<file path="src/rtl/half_add.sv">
// Half adder: the two-input building block used twice inside full_add.
// Sum is the XOR of the operands and carry-out is their AND.
module half_add (
    input  logic a,
    input  logic b,
    output logic s,
    output logic co
);

    assign s  = a ^ b;
    assign co = a & b;

endmodule

</file>
<file path="src/rtl/full_add.sv">
// Single-bit full adder with an optional registered copy of {carry, sum}.
// This is the basic cell for ripple-carry adders: carry of bit i drives c of bit i+1.
module full_add (
    input  logic clk,
    input  logic rst,
    input  logic a,
    input  logic b,
    input  logic c,
    input  logic en,
    output logic sum,
    output logic carry,
    output logic sum_q,
    output logic carry_q
);

    logic s1;
    logic c1;
    logic c2;

    half_add u_ha_ab (
        .a  (a),
        .b  (b),
        .s  (s1),
        .co (c1)
    );

    half_add u_ha_sc (
        .a  (s1),
        .b  (c),
        .s  (sum),
        .co (c2)
    );

    // Only one of the two half adders can produce a carry at a time.
    assign carry = c1 | c2;

    // Reset takes priority over enable; without enable the registers hold.
    always_ff @(posedge clk) begin
        if (rst) begin
            sum_q   <= 1'b0;
            carry_q <= 1'b0;
        end else if (en) begin
            sum_q   <= sum;
            carry_q <= carry;
        end
    end

endmodule

</file>
<file path="config.mk">
export PLATFORM = sky130hd
export DESIGN_NAME = full_add
export DESIGN_NICKNAME = d
export VERILOG_FILES = /design/src/rtl/half_add.sv /design/src/rtl/full_add.sv
export SDC_FILE = /design/constraint.sdc
export NUM_CORES = 1
export LEC_CHECK = 0
export ABC_CLOCK_PERIOD_IN_PS = 1200
export CORE_AREA = 3 3 40 42
export CTS_CLUSTER_SIZE = 40
export DETAILED_ROUTE_END_ITERATION = 7
export DIE_AREA = 0 0 43 45
export HOLD_SLACK_MARGIN = 0.15
export PLACE_DENSITY = 0.35
export SLEW_MARGIN = 20
export SYNTH_ARGS = -nofsm -noshare
export SYNTH_HDL_FRONTEND = slang
export SYNTH_SLANG_ARGS = --single-unit
</file>
<file path="constraint.sdc">
create_clock -name clk -period 1.2 [get_ports clk]
set_input_delay 0.24 -clock clk [delete_from_list [all_inputs] [get_ports clk]]
set_output_delay 0.24 -clock clk [all_outputs]
set_load 0.1 [all_outputs]
</file>
==> results of run 1 <==
==> per-stage QoR <==
| step | setup TNS (ns) | total power, mW | cells | utilization [%] |
|---|---|---|---|---|
| 2_1_floorplan | -0.4911 | 0.1987 | 7 | - |
| 3_3_place_gp | -1.470 | 0.2777 | 31 | 18.70 |
| 3_5_place_dp | -1.505 | 0.2782 | 31 | 18.70 |
| 4_1_cts | -0.1544 | 0.4345 | 34 | 19.77 |
| 5_1_grt | -0.1619 | 0.4486 | 34 | 19.77 |
| 6_report | -0.1486 | 0.4232 | 34 | 19.77 |
==> cell type report <==
cell class              count  area, um2  area share (%)
well taps                  15      18.77           7.389
repair buffers              9      121.4           47.78
clock buffers               3      22.52           8.867
multi-input cells           5      50.05           19.70
flip-flops and latches      2      41.29           16.26
==> state kept, by name (all words and copies together) (netlist names) <==
| register | cells |
|---|---|
| carry_q | 1 |
| sum_q | 1 |
==> cell families (layout without fill, tap and decap cells) <==
| group | Yosys count | after routing | synth area share [%] |
|---|---|---|---|
| buffers and inverters | 0 | 12 | 0 |
| flip-flops | 2 | 2 | 45.72 |
| AND/OR/NAND/NOR | 2 | 2 | 8.575 |
| multiplexers | 2 | 2 | 22.86 |
| adder cells (fa/ha/maj) | 1 | 1 | 22.86 |
==> where the power goes <==
group | internal, mW | total [mW] | switching, mW
clock network | 0.110 | 0.150 | 0.0400
logic | 0.0734 | 0.194 | 0.120
registers | 0.0731 | 0.0790 | 0.00589
total | 0.257 | 0.423 | 0.166
==> critical path, cell delays in order <==
cell and delay (ns):
buf_6 0.09, fa_2 0.59, buf_12 0.18
==> routing by layer <==
| metal | routed length, um | GRT usage (%) |
|---|---|---|
| met1 | 140 | 4.327 |
| met2 | 101 | 4.491 |
| met3 | 57 | 5.179 |
| met4 | 0 | 3.614 |
| met5 | 0 | 0 |
==> repair_timing <==
| action | CTS | global route |
|---|---|---|
| pin swaps | 1 | 0 |
| setup buffers | 0 | 0 |
| resized for setup | 13 | 0 |
| endpoints found under the setup margin | 4 | 1 |
| hold buffers | 0 | 0 |
==> path summary, 6_finish.rpt <==
check / cells past startpoint / slack (ns) / from / to
setup / recovery: 3 / -0.15 / c / sum
hold / removal: 4 / 0.52 / c / carry_q
setup reg to reg: 2 / 0.57 / sum_q / sum_q
hold reg to reg: 2 / 0.54 / carry_q / carry_q
==> placed cells by master (no fill, tap or decap) <==
cell,instances
buf_12,4
clkbuf_4,3
mux2i_1,2
nor2_1,2
buf_2,2
clkdlybuf4s50_1,2
fa_2,1
dfxtp_2,1
buf_6,1
dfxtp_1,1
==> results.tsv, run 1 <==
stage	metric	value	unit
status	status	finished with violations	
status	failing checks	setup timing	
clock_network	clk sinks	2	
grt	vias in the first global route	122	
finish	Filler cells	146	
timing	worst rel slew slack	90.51	%
timing	crit path time final	1.349	ns
worst_hold_path	Hold/Removal Path Class	in -> reg	
grt	pin count of the biggest net entering global routing	3	
grt	GRT Resource Usage Total	4.326	%
detailed_routing	DRC Markers	0	
setup_path	critical path type	in -> out	
setup_path	worst endpoint required time	0.96	ns
logic_synthesis	largest area contributor in the netlist	dfxtp_1	
finish	share of layout cells above drive strength 1	63.16	%
logic_synthesis	Syn Std Cell Area	87.58	um2
logic_synthesis	Syn Inst Count	7	
power_and_ir_drop	Static Leak	0.1102	nW
finish	Syn-to-layout area delta	190.0	%
detailed_routing	Via density	2.882	
finish	antenna cells	0	
setup_path	Worst EP arrival	1.11	ns
clock_network	CTS root buffer	clkbuf_4	
timing	Clock Skew	0	ns
floorplan	DIE AREA	1935	um2
placed_design	pre-CTS setup slack	-0.5392	ns
logic_synthesis	sequential-to-total area share from yosys stat	45.71	%
logic_synthesis	Mapped Nets	14	
grt	initial antenna violation count	0	
clock_network	Max Buffers Root-to-Sink	2	
setup_path	crit end category	output port	
timing	fin crit share	112.4	%
timing	setup ws final	-0.1486	ns
logic_synthesis	top-area cell type share of the netlist area	45.71	%
logic_synthesis	Syn Area/Cell	12.51	um2
power_and_ir_drop	peak supply drop	697.5	uV
floorplan	row count	13	
timing	worst slew pin tran	0.1383	ns
clock_network	CTS Buf Count	3	
floorplan	initial core utilization	6.816	%
placed_design	dpl cell area	240.2	um2
detailed_routing	Iteration-0 DRC Markers	2	
clock_network	Clk pin slew, worst setup/hold paths	0.03	ns
power_and_ir_drop	power density cells	1666	nW/um2
logic_synthesis	synth top area cells	dfxtp_1, fa_1, mux2i_1, nor2_1	
detailed_routing	DRT Wirelength	299	um
floorplan	DIE HEIGHT	45	um
logic_synthesis	FFs w/ async S/R, synth	0	%
clock_network	H-tree depth	1	
logic_synthesis	library cells used by synthesis	4	
timing	endpoints failing setup	1	
clock_network	Clock Latency Late Sink	0.22	ns
grt	Remaining Overflow, GRT	0	
placed_design	I/O Buffers	9	
timing	Fin Hold WS	0.5199	ns
timing	max frequency	741.5	MHz
logic_synthesis	commonest cells in the netlist	dfxtp_1, mux2i_1, nor2_1	
flow_run	max-cap violations	0	
detailed_routing	total number of vias	98	
logic_synthesis	synth warn	0	
logic_synthesis	Post-synth EDFFs	0	
detailed_routing	TritonRoute pass-1 iters	4	
logic_synthesis	Synth Register Bits	2	
floorplan	DIE WIDTH	43	um
finish	post-route cell area	254.0	um2
detailed_routing	antenna viol nets, final	0	
detailed_routing	DR WL/cell	8.794	um
timing	RSZ-0062 raised after global routing	yes	
setup_path	critical path launch point type	input port	
finish	Net count, final	28	
logic_synthesis	ys flop type	dfxtp_1	
clock_network	TritonCTS clock tree	done	
floorplan	IO Pins	10	
setup_path	crit-path max FO	2	
floorplan	Core Box Area	1285	um2
timing	final hold violation count	0	
grt	first-pass GRT wire length	517	um
timing	Pins Over Slew Limit	0	
placed_design	gpl congestion	0.5878	
Note: power is estimated with default switching activity, not from simulation.
==> run 2: changes to the inputs <==
Settings changed: ABC_AREA set to 0.
==> results of run 2 <==
The final DEF is identical to that of run 1; final timing and power are the same.
==> run 3: changes to the inputs <==
Settings changed: SETUP_SLACK_MARGIN set to 0.15, SLEW_MARGIN 20 to unset.
==> run 3 against run 2 <==
  * The run still ends with setup timing left
  * Total power is 1.2% higher
  * Clock power is 3% higher
  * Global-route usage is 0.50 points higher
  * Non-clock buffer count stayed put
  * Hold slack worse by 0.014 ns
  * Sequential cell count stayed put
  * Utilization is 0.097 points higher
  * First-iteration DRC count is 50% higher
  * Register-to-register slack better by 0.02 ns
  * Critical path depth stayed put
  * Sequential share of layout area is 0.41 points higher
  * Wire length is 4.3% higher
==> results.tsv, run 3 (synthesis gave the netlist of run 1 again) <==
stage	metric	value	unit
status	status	finished with violations	
status	failing checks	setup timing	
finish	Filler cells	138	
worst_hold_path	Hold/Removal Path Class	in -> reg	
clock_network	CTS Buf Count	3	
floorplan	DIE HEIGHT	45	um
clock_network	clk sinks	2	
finish	Net count, final	28	
grt	first-pass GRT wire length	545	um
grt	grt peak-use layer	met4	
timing	crit path time final	1.349	ns
finish	antenna cells	0	
timing	Pins Over Slew Limit	0	
floorplan	Core Box Area	1285	um2
grt	M3 GR Usage	4.781	%
clock_network	Clock Latency Late Sink	0.23	ns
grt	vias in the first global route	126	
placed_design	gpl congestion	0.5953	
floorplan	DIE AREA	1935	um2
floorplan	DIE WIDTH	43	um
timing	max frequency	741.3	MHz
flow_run	max-cap violations	0	
timing	final hold violation count	0	
power_and_ir_drop	peak supply drop	314.7	uV
power_and_ir_drop	overall power	0.4284	mW
placed_design	I/O Buffers	9	
clock_network	hold_buf cts	0	
setup_path	crit end category	output port	
detailed_routing	antenna viol nets, final	0	
clock_network	CTS root buffer	clkbuf_4	
placed_design	pre-CTS setup slack	-0.5234	ns
finish	Syn-to-layout area delta	191.4	%
detailed_routing	DRT Wirelength	312	um
detailed_routing	DRC Markers	0	
setup_path	worst endpoint required time	0.96	ns
finish	register area	42.54	um2
clock_network	setup repair bufs after CTS	0	
setup_path	Worst path slowest cell	fa_2	
floorplan	initial core utilization	6.816	%
timing	fin crit share	112.4	%
grt	Remaining Overflow, GRT	0	
floorplan	row count	13	
grt	initial antenna violation count	0	
setup_path	cells on worst reg2reg path	2	
finish	commonest non-fill, non-tap cell in the layout	buf_12	
clock_network	H-tree depth	1	
finish	area of the multi-input gates	50.05	um2
detailed_routing	Via density	2.971	
detailed_routing	Iteration-0 DRC Markers	3	
finish	non-filler cells, final	34	
power_and_ir_drop	Static Leak	0.1106	nW
floorplan	IO Pins	10	
grt	GR Layer Usage met2	4.192	%
clock_network	Max Buffers Root-to-Sink	2	
worst_hold_path	worst hold stages	4	
setup_path	crit-path max FO	2	
grt	GRT Resource Usage Total	4.825	%
power_and_ir_drop	power density cells	1678	nW/um2
timing	setup ws final	-0.1489	ns
grt	pin count of the biggest net entering global routing	3	
finish	share of layout cells above drive strength 1	68.42	%
setup_path	critical path launch point type	input port	
setup_path	critical path type	in -> out	
detailed_routing	TritonRoute pass-1 iters	4	
setup_path	Worst EP arrival	1.11	ns
timing	RSZ-0062 raised after global routing	yes	
finish	most frequent cells in the layout	buf_12, clkbuf_4	
timing	worst slew pin tran	0.1272	ns
detailed_routing	DR WL/cell	9.176	um
clock_network	TritonCTS clock tree	done	
detailed_routing	total number of vias	101	
setup_path	Worst path max stage delay	0.59	ns
timing	Clock Skew	0	ns
timing	endpoints failing setup	1	
finish	Top Registers	carry_q x1, sum_q x1	
placed_design	placed cell count	31	
setup_path	CP Cell Sequence	buf_6 -> fa_2 -> buf_12	
clock_network	Clk pin slew, worst setup/hold paths	0.03	ns
timing	worst rel slew slack	91.28	%
grt	GR Util met1	4.087	%
[run 3: where the power goes]
| group | switching [mW] | internal, mW |
|---|---|---|
| sequential | 0.00557 | 0.0738 |
| clock | 0.0446 | 0.111 |
| combinational | 0.120 | 0.0736 |
[run 3: metrics by stage]
stage | util (%) | setup TNS (ns) | cell area (um2) | hold slack, ns
after floorplan | - | -0.4824 | 92.59 | 0.3050
after global placement | 18.79 | -1.448 | 241.5 | 0.5068
after detailed placement | 18.79 | -1.430 | 241.5 | 0.5151
after CTS | 19.86 | -0.1546 | 255.2 | 0.5030
after global routing | 19.86 | -0.1724 | 255.2 | 0.5504
final | 19.86 | -0.1489 | 255.2 | 0.5061
[run 3: repair_timing]
action	4_1_cts	5_1_grt
endpoints found under the setup margin	4	2
pin swaps	1	0
gates resized for setup	13	0
[run 3: metal layers]
metal | share of wire (%) | vias to the layer above | wire length, um
met4 | 6.7 | 0 | 21
met2 | 39 | 10 | 122
li1 | - | 47 | -
met3 | 18 | 2 | 56
met1 | 36 | 42 | 113
met5 | 0 | - | 0
[run 3: final timing paths]
kind | slack, ns | start | end
max | -0.15 | c | sum
min | 0.51 | c | carry_q
max reg2reg | 0.59 | sum_q | sum_q
min reg2reg | 0.52 | sum_q | sum_q
[run 3: final cells by class]
cell class	instances	area share [%]
Sequential cell	2	16.67
Multi-Input combinational cell	5	19.61
Timing Repair Buffer	9	47.55
Clock buffer	3	8.824
Tap cell	15	7.353
[run 3: critical path: cells and delay by family]
kind | cells | cell delay [ns]
fa+ha+maj | 1 | 0.59
buf+inv | 2 | 0.27
